<file path="config.mk">
export PLATFORM = sky130hd
export DESIGN_NAME = seq_tx_1101
export DESIGN_NICKNAME = d
export VERILOG_FILES = /design/src/rtl/seq_pkg.sv /design/src/rtl/seq_tx_1101_piso_shift.sv /design/src/rtl/seq_tx_1101.sv
export SDC_FILE = /design/constraint.sdc
export NUM_CORES = 1
export LEC_CHECK = 0
export ABC_AREA = 0
export CORE_ASPECT_RATIO = 0.6
export CORE_UTILIZATION = 45
export CTS_CLUSTER_SIZE = 28
export DETAILED_ROUTE_END_ITERATION = 8
export PLACE_DENSITY = 0.69
export SYNTH_ARGS = -nofsm -noshare
export SYNTH_HDL_FRONTEND = slang
export SYNTH_SLANG_ARGS = --single-unit
</file>
<file path="constraint.sdc">
create_clock -name clk -period 5.9 [get_ports clk]
set_input_delay 0.885 -clock clk [delete_from_list [all_inputs] [get_ports clk]]
set_output_delay 0.885 -clock clk [all_outputs]
set_load 0.01 [all_outputs]
</file>
<file path="src/rtl/seq_pkg.sv">
// Shared definitions for the 1101 serial link (transmitter and receiver).
package seq_pkg;

  typedef enum logic [1:0] {
    ST_IDLE = 2'd0,
    ST_SYNC = 2'd1,
    ST_DATA = 2'd2,
    ST_GAP  = 2'd3
  } seq_state_e;

  localparam int unsigned SYNC_W = 4;
  localparam logic [SYNC_W-1:0] SYNC_1101 = 4'b1101;

  function automatic int unsigned max3(input int unsigned a, input int unsigned b,
                                       input int unsigned c);
    int unsigned m;
    m = (a > b) ? a : b;
    return (m > c) ? m : c;
  endfunction

endpackage

</file>
<file path="src/rtl/seq_tx_1101_piso_shift.sv">
// Parallel-load shift register presenting its MSB; shifts left, zero-filling.
module piso_shift #(
  parameter int unsigned DATA_W = 8
) (
  input  logic              clk,
  input  logic              rst,
  input  logic              i_load,
  input  logic              i_shift,
  input  logic [DATA_W-1:0] i_data,
  output logic              o_msb
);

  logic [DATA_W-1:0] r_sreg;

  always_ff @(posedge clk or posedge rst) begin
    if (rst) begin
      r_sreg <= '0;
    end else if (i_load) begin
      r_sreg <= i_data;
    end else if (i_shift) begin
      r_sreg <= r_sreg << 1;
    end
  end

  assign o_msb = r_sreg[DATA_W-1];

endmodule

</file>
<file path="src/rtl/seq_tx_1101.sv">
// Frame transmitter: sync marker, payload MSB-first, then a forced-zero gap.
module seq_tx_1101
  import seq_pkg::*;
#(
  parameter int unsigned          DATA_W   = 8,
  parameter logic [SYNC_W-1:0]    SYNC     = SYNC_1101,
  parameter int unsigned          GAP_BITS = 2
) (
  input  logic              clk,
  input  logic              rst,
  input  logic              in_valid,
  input  logic [DATA_W-1:0] in_data,
  output logic              in_ready,
  output logic              out,
  output logic              out_valid,
  output logic              busy,
  output logic              done
);

  localparam int unsigned CNT_W      = $clog2(max3(DATA_W, SYNC_W, GAP_BITS));
  localparam int unsigned SYNC_IDX_W = $clog2(SYNC_W);
  localparam logic [CNT_W-1:0] SYNC_LAST = CNT_W'(SYNC_W - 1);
  localparam logic [CNT_W-1:0] DATA_LAST = CNT_W'(DATA_W - 1);
  localparam logic [CNT_W-1:0] GAP_LAST  = CNT_W'((GAP_BITS == 0) ? 0 : GAP_BITS - 1);

  seq_state_e       r_state;
  logic [CNT_W-1:0] r_cnt;
  logic             r_out;
  logic             r_out_valid;
  logic             r_busy;
  logic             r_done;

  logic             w_load;
  logic             w_shift;
  logic             w_msb;
  logic [CNT_W-1:0] w_cnt_dec;

  assign in_ready  = (r_state == ST_IDLE) & ~rst;
  assign w_load    = in_valid & in_ready;
  assign w_cnt_dec = r_cnt - CNT_W'(1);
  // The register advances whenever its MSB is moved onto out.
  assign w_shift   = ((r_state == ST_SYNC) && (r_cnt == '0)) ||
                     ((r_state == ST_DATA) && (r_cnt != '0));

  piso_shift #(.DATA_W(DATA_W)) u_piso (
    .clk     (clk),
    .rst     (rst),
    .i_load  (w_load),
    .i_shift (w_shift),
    .i_data  (in_data),
    .o_msb   (w_msb)
  );

  // r_cnt indexes the bit currently on out; outputs are loaded with the next bit.
  always_ff @(posedge clk or posedge rst) begin
    if (rst) begin
      r_state     <= ST_IDLE;
      r_cnt       <= '0;
      r_out       <= 1'b0;
      r_out_valid <= 1'b0;
      r_busy      <= 1'b0;
      r_done      <= 1'b0;
    end else begin
      case (r_state)
        ST_IDLE: begin
          if (w_load) begin
            r_state     <= ST_SYNC;
            r_cnt       <= SYNC_LAST;
            r_out       <= SYNC[SYNC_W-1];
            r_out_valid <= 1'b1;
            r_busy      <= 1'b1;
          end
        end
        ST_SYNC: begin
          if (r_cnt == '0) begin
            r_state <= ST_DATA;
            r_cnt   <= DATA_LAST;
            r_out   <= w_msb;
            r_done  <= (DATA_LAST == '0);
          end else begin
            r_cnt <= w_cnt_dec;
            r_out <= SYNC[w_cnt_dec[SYNC_IDX_W-1:0]];
          end
        end
        ST_DATA: begin
          if (r_cnt != '0) begin
            r_cnt  <= w_cnt_dec;
            r_out  <= w_msb;
            r_done <= (w_cnt_dec == '0);
          end else begin
            r_out       <= 1'b0;
            r_out_valid <= 1'b0;
            r_done      <= 1'b0;
            if (GAP_BITS == 0) begin
              r_state <= ST_IDLE;
              r_cnt   <= '0;
              r_busy  <= 1'b0;
            end else begin
              r_state <= ST_GAP;
              r_cnt   <= GAP_LAST;
            end
          end
        end
        ST_GAP: begin
          if (r_cnt == '0) begin
            r_state <= ST_IDLE;
            r_busy  <= 1'b0;
          end else begin
            r_cnt <= w_cnt_dec;
          end
        end
        default: begin
          r_state <= ST_IDLE;
        end
      endcase
    end
  end

  assign out       = r_out;
  assign out_valid = r_out_valid;
  assign busy      = r_busy;
  assign done      = r_done;

endmodule

</file>
# Word level (Yosys, flattened, before mapping)
# Cells that the tools add are included.
[classes] addsub=1 n_reduce_logical=18 muxes=24 n_bitwise=3 n_eq_ne=8 magnitude_cmp=1
[op_table] cell="$mux W8" count=2
[op_table] cell="$mux W3" count=4
[op_table] cell="$pmux W3 S4" count=1
[op_table] cell="$mux W2" count=4
[op_table] cell="$pmux W2 S4" count=1
[op_table] cell="$reduce_bool A2 Y1" count=4
[op_table] cell="$mux W1" count=7
[op_table] cell="$logic_not A3 Y1" count=2
[op_table] cell="$ne A2 B2 Y1 const B" count=3
[op_table] cell="$pmux W1 S2" count=3
[op_table] cell="$reduce_and A2 Y1" count=3
[op_table] cell="$reduce_and A3 Y1" count=2
[op_table] cell="$reduce_bool A3 Y1" count=2
[op_table] cell="$eq A2 B2 Y1 const B" count=2
[op_table] cell="$ne A2 B1 Y1 const B" count=2
[op_table] cell="$reduce_and A4 Y1" count=1
[op_table] cell="$lt A2 B3 Y1 const B" count=1
[op_table] cell="$pmux W1 S3" count=1
[op_table] cell="$sub A3 B1 Y3 const B" count=1
[op_table] cell="$and A1 B1 Y1" count=2
[op_table] cell="$bmux W1 S2" count=1
[op_table] cell="$eq A2 B1 Y1 const B" count=1
[op_table] cell="$logic_and A1 B1 Y1" count=2
[op_table] cell="$logic_not A2 Y1" count=1
[op_table] cell="2 further kinds" count=2
[word_totals] inputBits=11 word_cells=62 regBits=17 output_inout_bits=5

# Logic depth before layout (Yosys ltp)
[depth] ltp_word=5 mapped_depth=7 mapped_depth_nobuf=6

# Modules after synthesis
# From an unflattened synthesis, not the netlist that was laid out.
[unflattened] cells_unflattened=101 area_unflattened_um2=1042.2
[modules_own_cells] module="seq_tx_1101" area_per_inst_um2=669.4 n_inst=1 cells_each=66 seq_area_each_um2=225.2
[modules_own_cells] module="piso_shift" area_per_inst_um2=372.9 n_inst=1 cells_each=35 seq_area_each_um2=200.2

# Worst setup path after synthesis
# OpenSTA, ideal clock, no wires.
[synth_path] path_kind="input port to flip-flop" startpoint="input rst" endpoint="register r_cnt[2]" arrival_ns=2.183 stages=4 setup_ns=0.083 t_required_ns=5.817 path_buffers=0 path_slack_ns=3.634 cell_sequence="inv_1 > a21boi_1 > or4_1 > o21ai_0"
[synth_between] elab_chain_cells=5
[synth_lines] item="start, declared" line="seq_tx_1101.sv:10" source="input logic rst,"
[synth_lines] item="$not A1 Y1" line="seq_tx_1101.sv:38" source="assign in_ready = (r_state == ST_IDLE) & ~rst;"
[synth_lines] item="$and A1 B1 Y1" line="seq_tx_1101.sv:38"
[synth_lines] item="$and A1 B1 Y1" line="seq_tx_1101.sv:39" source="assign w_load = in_valid & in_ready;"
[synth_lines] item="$ne A2 B1 Y1 (no line)"
[synth_lines] item="$reduce_and A2 Y1 (no line)"
[synth_lines] item="end signal, assigned" line="seq_tx_1101.sv:81" source="r_cnt <= w_cnt_dec;"
[synth_lines] item="end signal, assigned" line="seq_tx_1101.sv:87" source="r_cnt <= w_cnt_dec;"
[synth_lines] item="end signal, assigned" line="seq_tx_1101.sv:109" source="r_cnt <= w_cnt_dec;"
[synth_lines] item="end, declared" line="seq_tx_1101.sv:27" source="logic [CNT_W-1:0] r_cnt;"
# No other way between the ends.
# A chain may end at the register's enable or synchronous reset.

# Worst setup path after layout
[layout_path] startpoint="input rst" endpoint="output in_ready"
[layout_between] elab_chain_cells=2
[layout_lines] item="$not A1 Y1" line="seq_tx_1101.sv:38"
[layout_lines] item="$and A1 B1 Y1" line="seq_tx_1101.sv:38"
[layout_lines] item="end, declared" line="seq_tx_1101.sv:13" source="output logic in_ready,"
# No other way between the ends.

==> reports/metrics.cfg <==
[status]
status=completed

[clock_tree]
clock_sinks=17
h-tree-depth=1
cts.clk_slew.worst_paths_ns=0.06
clockBufferDepth=2
insertion_delay_ns=0.25
cts_buffers=3
hold_buffers=0
cts_setup_buffers=0
cts_root_buf=clkbuf_8
cts_tree=done
cts_resized=0

[synthesis]
ys_seq_elements=17
syn_inst=100
synth_top_area_share_pct=42.18
yosysWarnings=0
ys_top_cells_by_area=dfrtp_1, ha_1, mux2i_1
ys_seq_area_share_pct=42.18
synthFlopType=dfrtp_1
ys_top_cells_by_count=dfrtp_1, nor2_1, a21oi_1
synth_edf_count=0
synth_fp_nets=120
avgSynthCellArea_um2=10.08
synth_area_leader_cell=dfrtp_1
synth-async-reset-ratio_pct=100.0
synth_most_common_cell=dfrtp_1
synth_area_um2=1008
ys_types=26

[route]
wl_per_cell_um=13.15
routed-via-count=747
drtAntennaViolNets=0
dr.pass1.iters=4
drc=0
vias_per_cell=5.188
routed_wl_um=1893
drtIter0Drc=31

[place]
dp_slack_ns=2.899
dp.cells=140
dp_hpwl_um=1467
io_buffers=15
gp_congestion=0.8056

[critical_path]
critPathMaxStageDelay_ns=0.54
path_max_fanout=2
worstSetupPathType=in -> out
crit_top_cell=clkdlybuf4s50_1
critPathBufInv=2
cp_cell_sequence=clkdlybuf4s50_1, nor2b_1, clkdlybuf4s50_1
crit_family=buffers and inverters
setup.worst_path.start_class=primary input
reg2reg_setup_slack_ns=3.52
r2r-start=r_cnt[0]
cp_slowest_cell=clkdlybuf4s50_1
startpoint=rst
cp.required_ns=5.02
worst_ep_arrival_time_ns=1.97
critPathCaptureType=output port

[power]
p_int_uw=419.9
ir_drop_mv=0.2720
swShare_pct=39.95
power_density_nw_per_um2=573.2
comb_power_share_pct=56.9
p_sw_uw=279.3
pwr-share-seq_pct=30.9
leakage_uw=0.0005730
pwr-share-clk_pct=12.2
finalPower_uw=699.2

[final_layout]
diodes=0
final_layout_size_suffix_gt1_share_pct=7.759
nNetsFinal=137
finalNonFillerCells=144
area_delta_synth_final_pct=20.97
postLayoutCoreUtil_pct=61.55

[timing]
fmax_ghz=0.3502
hold_violations=0
period_minus_slack_ns=2.855
drv_slew=0
grt_setup_unrepaired=no
worst_slack_ns=3.045
worst_pin_slew_ns=0.6663
slew_headroom_pct=55.53
report.final.setup_viol=0
finalSetupTns_ns=0
min_period_over_period_pct=48.39
skew_ns=0.002598

[floorplanning]
die_h_um=38.67
initial_core_util_pct=50.88
dieArea_um2=2441
rows=12
ios=16
fp.dieW_um=63.12
core_um2=1982

[worst_hold_path]
hold_class=reg -> reg
worstHoldStart=done

[grt]
grt-ovfl-total=0
grt_antenna_before_repair=0
grt_max_degree=20
grt_pass1_wl_um=3229
track_usage_pct=18.50
grt_pass1_vias=726

[job]
cap_violations=0

==> layer usage <==
metal  up-vias  GRT usage (%)  wire, um
li1        378              -         -
met1       353          24.36       961
met2        16          30.11       841
met3         0          6.176        90
met4         0          3.488         0
met5         -              0         0
==> through the flow <==
step / cell area [um^2] / hold slack, ns
finish: 1220 / 0.4940
global route: 1220 / 0.5389
CTS: 1220 / 0.5041
detailed placement: 1174 / 0.4851
global placement: 1174 / 0.4819
floorplan: 1008 / 0.4681
==> sequential cells by signal, summed over array words and instances (netlist names) <==
signal and flops:
out 1, u_piso.r_sreg 8, r_state 2, busy 1
out_valid 1, done 1, r_cnt 3
==> cell families (layout without fill, tap and decap cells) <==
family | Yosys count | count (layout) | share of synthesized area [%]
AOI/OAI and AO/OA | 24 | 24 | 14.27
and+or+nand+nor | 24 | 24 | 11.29
DFF | 17 | 17 | 42.18
muxes | 13 | 13 | 14.89
buffers and inverters | 12 | 28 | 5.334
adders and majority gates | 9 | 9 | 11.17
xor gates and xnor gates | 1 | 1 | 0.8686
==> cells in the final DEF, fill, tap and decap left out, types with 2 or more instances in the layout <==
master / count
o21ai_0: 9
nand2_1: 3
nor2_1: 11
dfrtp_1: 17
mux2_2: 2
nand3_1: 2
mux2i_1: 9
ha_1: 9
nor2b_1: 3
clkdlybuf4s50_1: 15
clkbuf_8: 3
a21oi_1: 10
nor3_1: 2
inv_1: 9
==> power by group through the flow <==
stage | logic [uW] | registers [uW] | clock network, uW
global placement | 391 | 215 | 0
floorplan | 305 | 212 | 0
global route | 446 | 223 | 94.9
finish | 398 | 216 | 85.3
CTS | 399 | 216 | 87.9
detailed placement | 397 | 217 | 0
==> path summary, 6_finish.rpt <==
check | cells after the start | endpoint
max in group asynchronous | 2 | u_piso.r_sreg[3]
worst max register to register | 6 | out
worst min-delay path | 1 | done
min in group asynchronous | 2 | u_piso.r_sreg[1]
worst max-delay path | 3 | in_ready
worst min register to register | 1 | done
==> cell type report <==
class | count | area, um^2
Fill cell | 181 | 762.0
Multi-Input combinational cell | 71 | 529.3
Clock buffer | 3 | 41.29
Tap cell | 28 | 35.03
Sequential cell | 17 | 425.4
Timing Repair Buffer | 15 | 150.1
Clock inverter | 1 | 5.005
Inverter | 9 | 33.78
No activity file was read; power rests on OpenSTA's default activity.
==> variant, RTL diff (same settings) <==
`SYNC_W`: 4 -> 16.
--- a/src/rtl/seq_pkg.sv
+++ b/src/rtl/seq_pkg.sv
@@ -8,7 +8,7 @@
     ST_GAP  = 2'd3
   } seq_state_e;
 
-  localparam int unsigned SYNC_W = 4;
+  localparam int unsigned SYNC_W = 16;
   localparam logic [SYNC_W-1:0] SYNC_1101 = 4'b1101;
 
   function automatic int unsigned max3(input int unsigned a, input int unsigned b,
Behaviour: not the same (a bounded check fails within 4 cycles, from zero or initial values and one cycle with rst high).
==> variant against the unedited design <==
- routed wire length is 18% higher
- design area is 8.6% higher
- largest cell class unchanged
- total power is 5.1% higher
- core utilization is 2.5 points lower
- register-to-register slack worse by 0.11 ns
- critical path type unchanged
- sequential cell count is 1 higher
- synthesized area is 10% higher
- non-clock buffer count stayed put
- combinational power is 4% higher
- global-route usage is 1.0 points higher
- critical endpoint unchanged
- setup slack worse by 0.10 ns
- sequential power is 9.3% higher
==> variant: results (changes against the unedited design) <==
* Part of the Yosys area used for sequential elements at 40.5% (-1.6 points)
* Worst clock skew at 0.00464 ns (+0.00204 ns)
* Maximum fanout along the worst path at 3 (+1)
* Top flop regs: u_piso.r_sreg x8, r_cnt x4, r_state x2
* All-layer global routing usage at 19.5% (+1.0 points)
* Fraction of power consumed by sequential logic at 32.2% (+1.3 points)
* Vias per inst at 5.64 (+8.8%)
* Family of cells with the greatest summed delay on the critical path: buffers and inverters
* CTS buffer count at 3 (unchanged)
* Post-CTS resize count at 0 (unchanged)
* Switching Fraction at 42.0% (+2.0 points)
* Cell count after synthesis at 116 (+16%)
* Nets in the synthesized netlist at 136 (+13%)
* Dpl hpwl at 1730 µm (+18%)
* Delay of the slowest cell on the worst path at 0.57 ns (+0.03 ns)
* Detailed-routing iteration count for the pre-antenna-repair pass at 4 (unchanged)
* Number of nets at the end of the flow at 152 (+11%)
* Pwr per Cell Area at 555 nW/µm² (-3.2%)
* Post-Synth Adder-Cell Area at 10.1% (-1.0 points)
* Reg-to-Reg End: out$_DFFE_PP0P_
* Global-route wire length before repair at 3680 µm (+14%)
* # placed instances at 157 (+12%)
* Via Count at 903 (+21%)
* Number of antenna repair diodes at 0 (unchanged)
* Fraction of synthesized cell area in xor and xnor cells at 0% (-0.87 points)
* Tightest Pin Transition at 0.704 ns (+0.0378 ns)
* Largest cells by area after synthesis: sky130_fd_sc_hd__dfrtp_1 (41%), sky130_fd_sc_hd__ha_1 (10%), sky130_fd_sc_hd__a21oi_1 (6.8%)
* Period utilisation layout at 50.1% (+1.7 points)
* Last weighted congestion value of the routability-driven placer at 0.833 (+3.5%)
* Routed wirelength normalized by instance count at 14.0 µm (+6.2%)
* Outcome: finished, final reports clean
* Count of routing violations after the opening detailed-route iteration at 34 (+9.7%)
* Max Root-Sink Buffers at 2 (unchanged)
* Placed Area at 1280 µm² (+9.4%)
* Leakage at 0.629 nW (+9.9%)
* Number of global-route vias before repair at 807 (+11%)
* Synthesized-area fraction occupied by ao, oa, aoi and oai cells at 20.3% (+6.0 points)
* Largest net degree at the start of global routing at 22 (+10%)
* Power share of the clock group at 11.5% (-0.7 points)
* Worst ir drop on vdd at 0.000272 V (-0.18%)
* Share of cell area taken by muxes after synthesis at 9.35% (-5.5 points)
* Arr. time, crit path at 2.07 ns (+0.10 ns)
* Post-synthesis cell type count at 32 (+23%)
* Leading cell types by count after synthesis: sky130_fd_sc_hd__dfrtp_1 (18), sky130_fd_sc_hd__a21oi_1 (15), sky130_fd_sc_hd__nor2_1 (13)
* Placement Setup Slack at 2.96 ns (+0.0560 ns)
* Switching pwr at 0.000309 W (+10%)
* Setup slack of the most critical reg-to-reg path at 3.41 ns (-0.11 ns)
* Layout cells sized above 1 at 4.62% (-3.1 points)
* Filler cell count at 192 (+6.1%)
## variant: cell types whose count changed after synthesis, sizes merged, moves of 3 or more
cell	change
o21bai	+4
a21oi	+5
o21ai	-6
clkbuf	+3
## variant: worst min path at each step
stage | endpoint | slack, ns | cells past startpoint
after floorplan | u_piso.r_sreg[0]$_DFFE_PP0P_ | 0.47 | 2
after global placement | done$_DFFE_PP0P_ | 0.48 | 1
after detailed placement | done$_DFFE_PP0P_ | 0.49 | 1
after CTS | done$_DFFE_PP0P_ | 0.50 | 1
after global routing | done$_DFFE_PP0P_ | 0.55 | 1
final | done$_DFFE_PP0P_ | 0.50 | 1
## variant: per-layer routing
layer | routed length, µm | global-route usage, %
met1 | 1060 | 24.0
met2 | 1020 | 34.4
met5 | 0 | 0
met3 | 125 | 5.68
met4 | 21 | 5.32
## variant: area by class of cell
type,count,share of cell area [%]
Clock buffer,3,3.12
Inverter,11,3.12
Multi-Input combinational cell,83,45.6
Sequential cell,18,34.0
Tap cell,30,2.83
Timing Repair Buffer,15,11.3
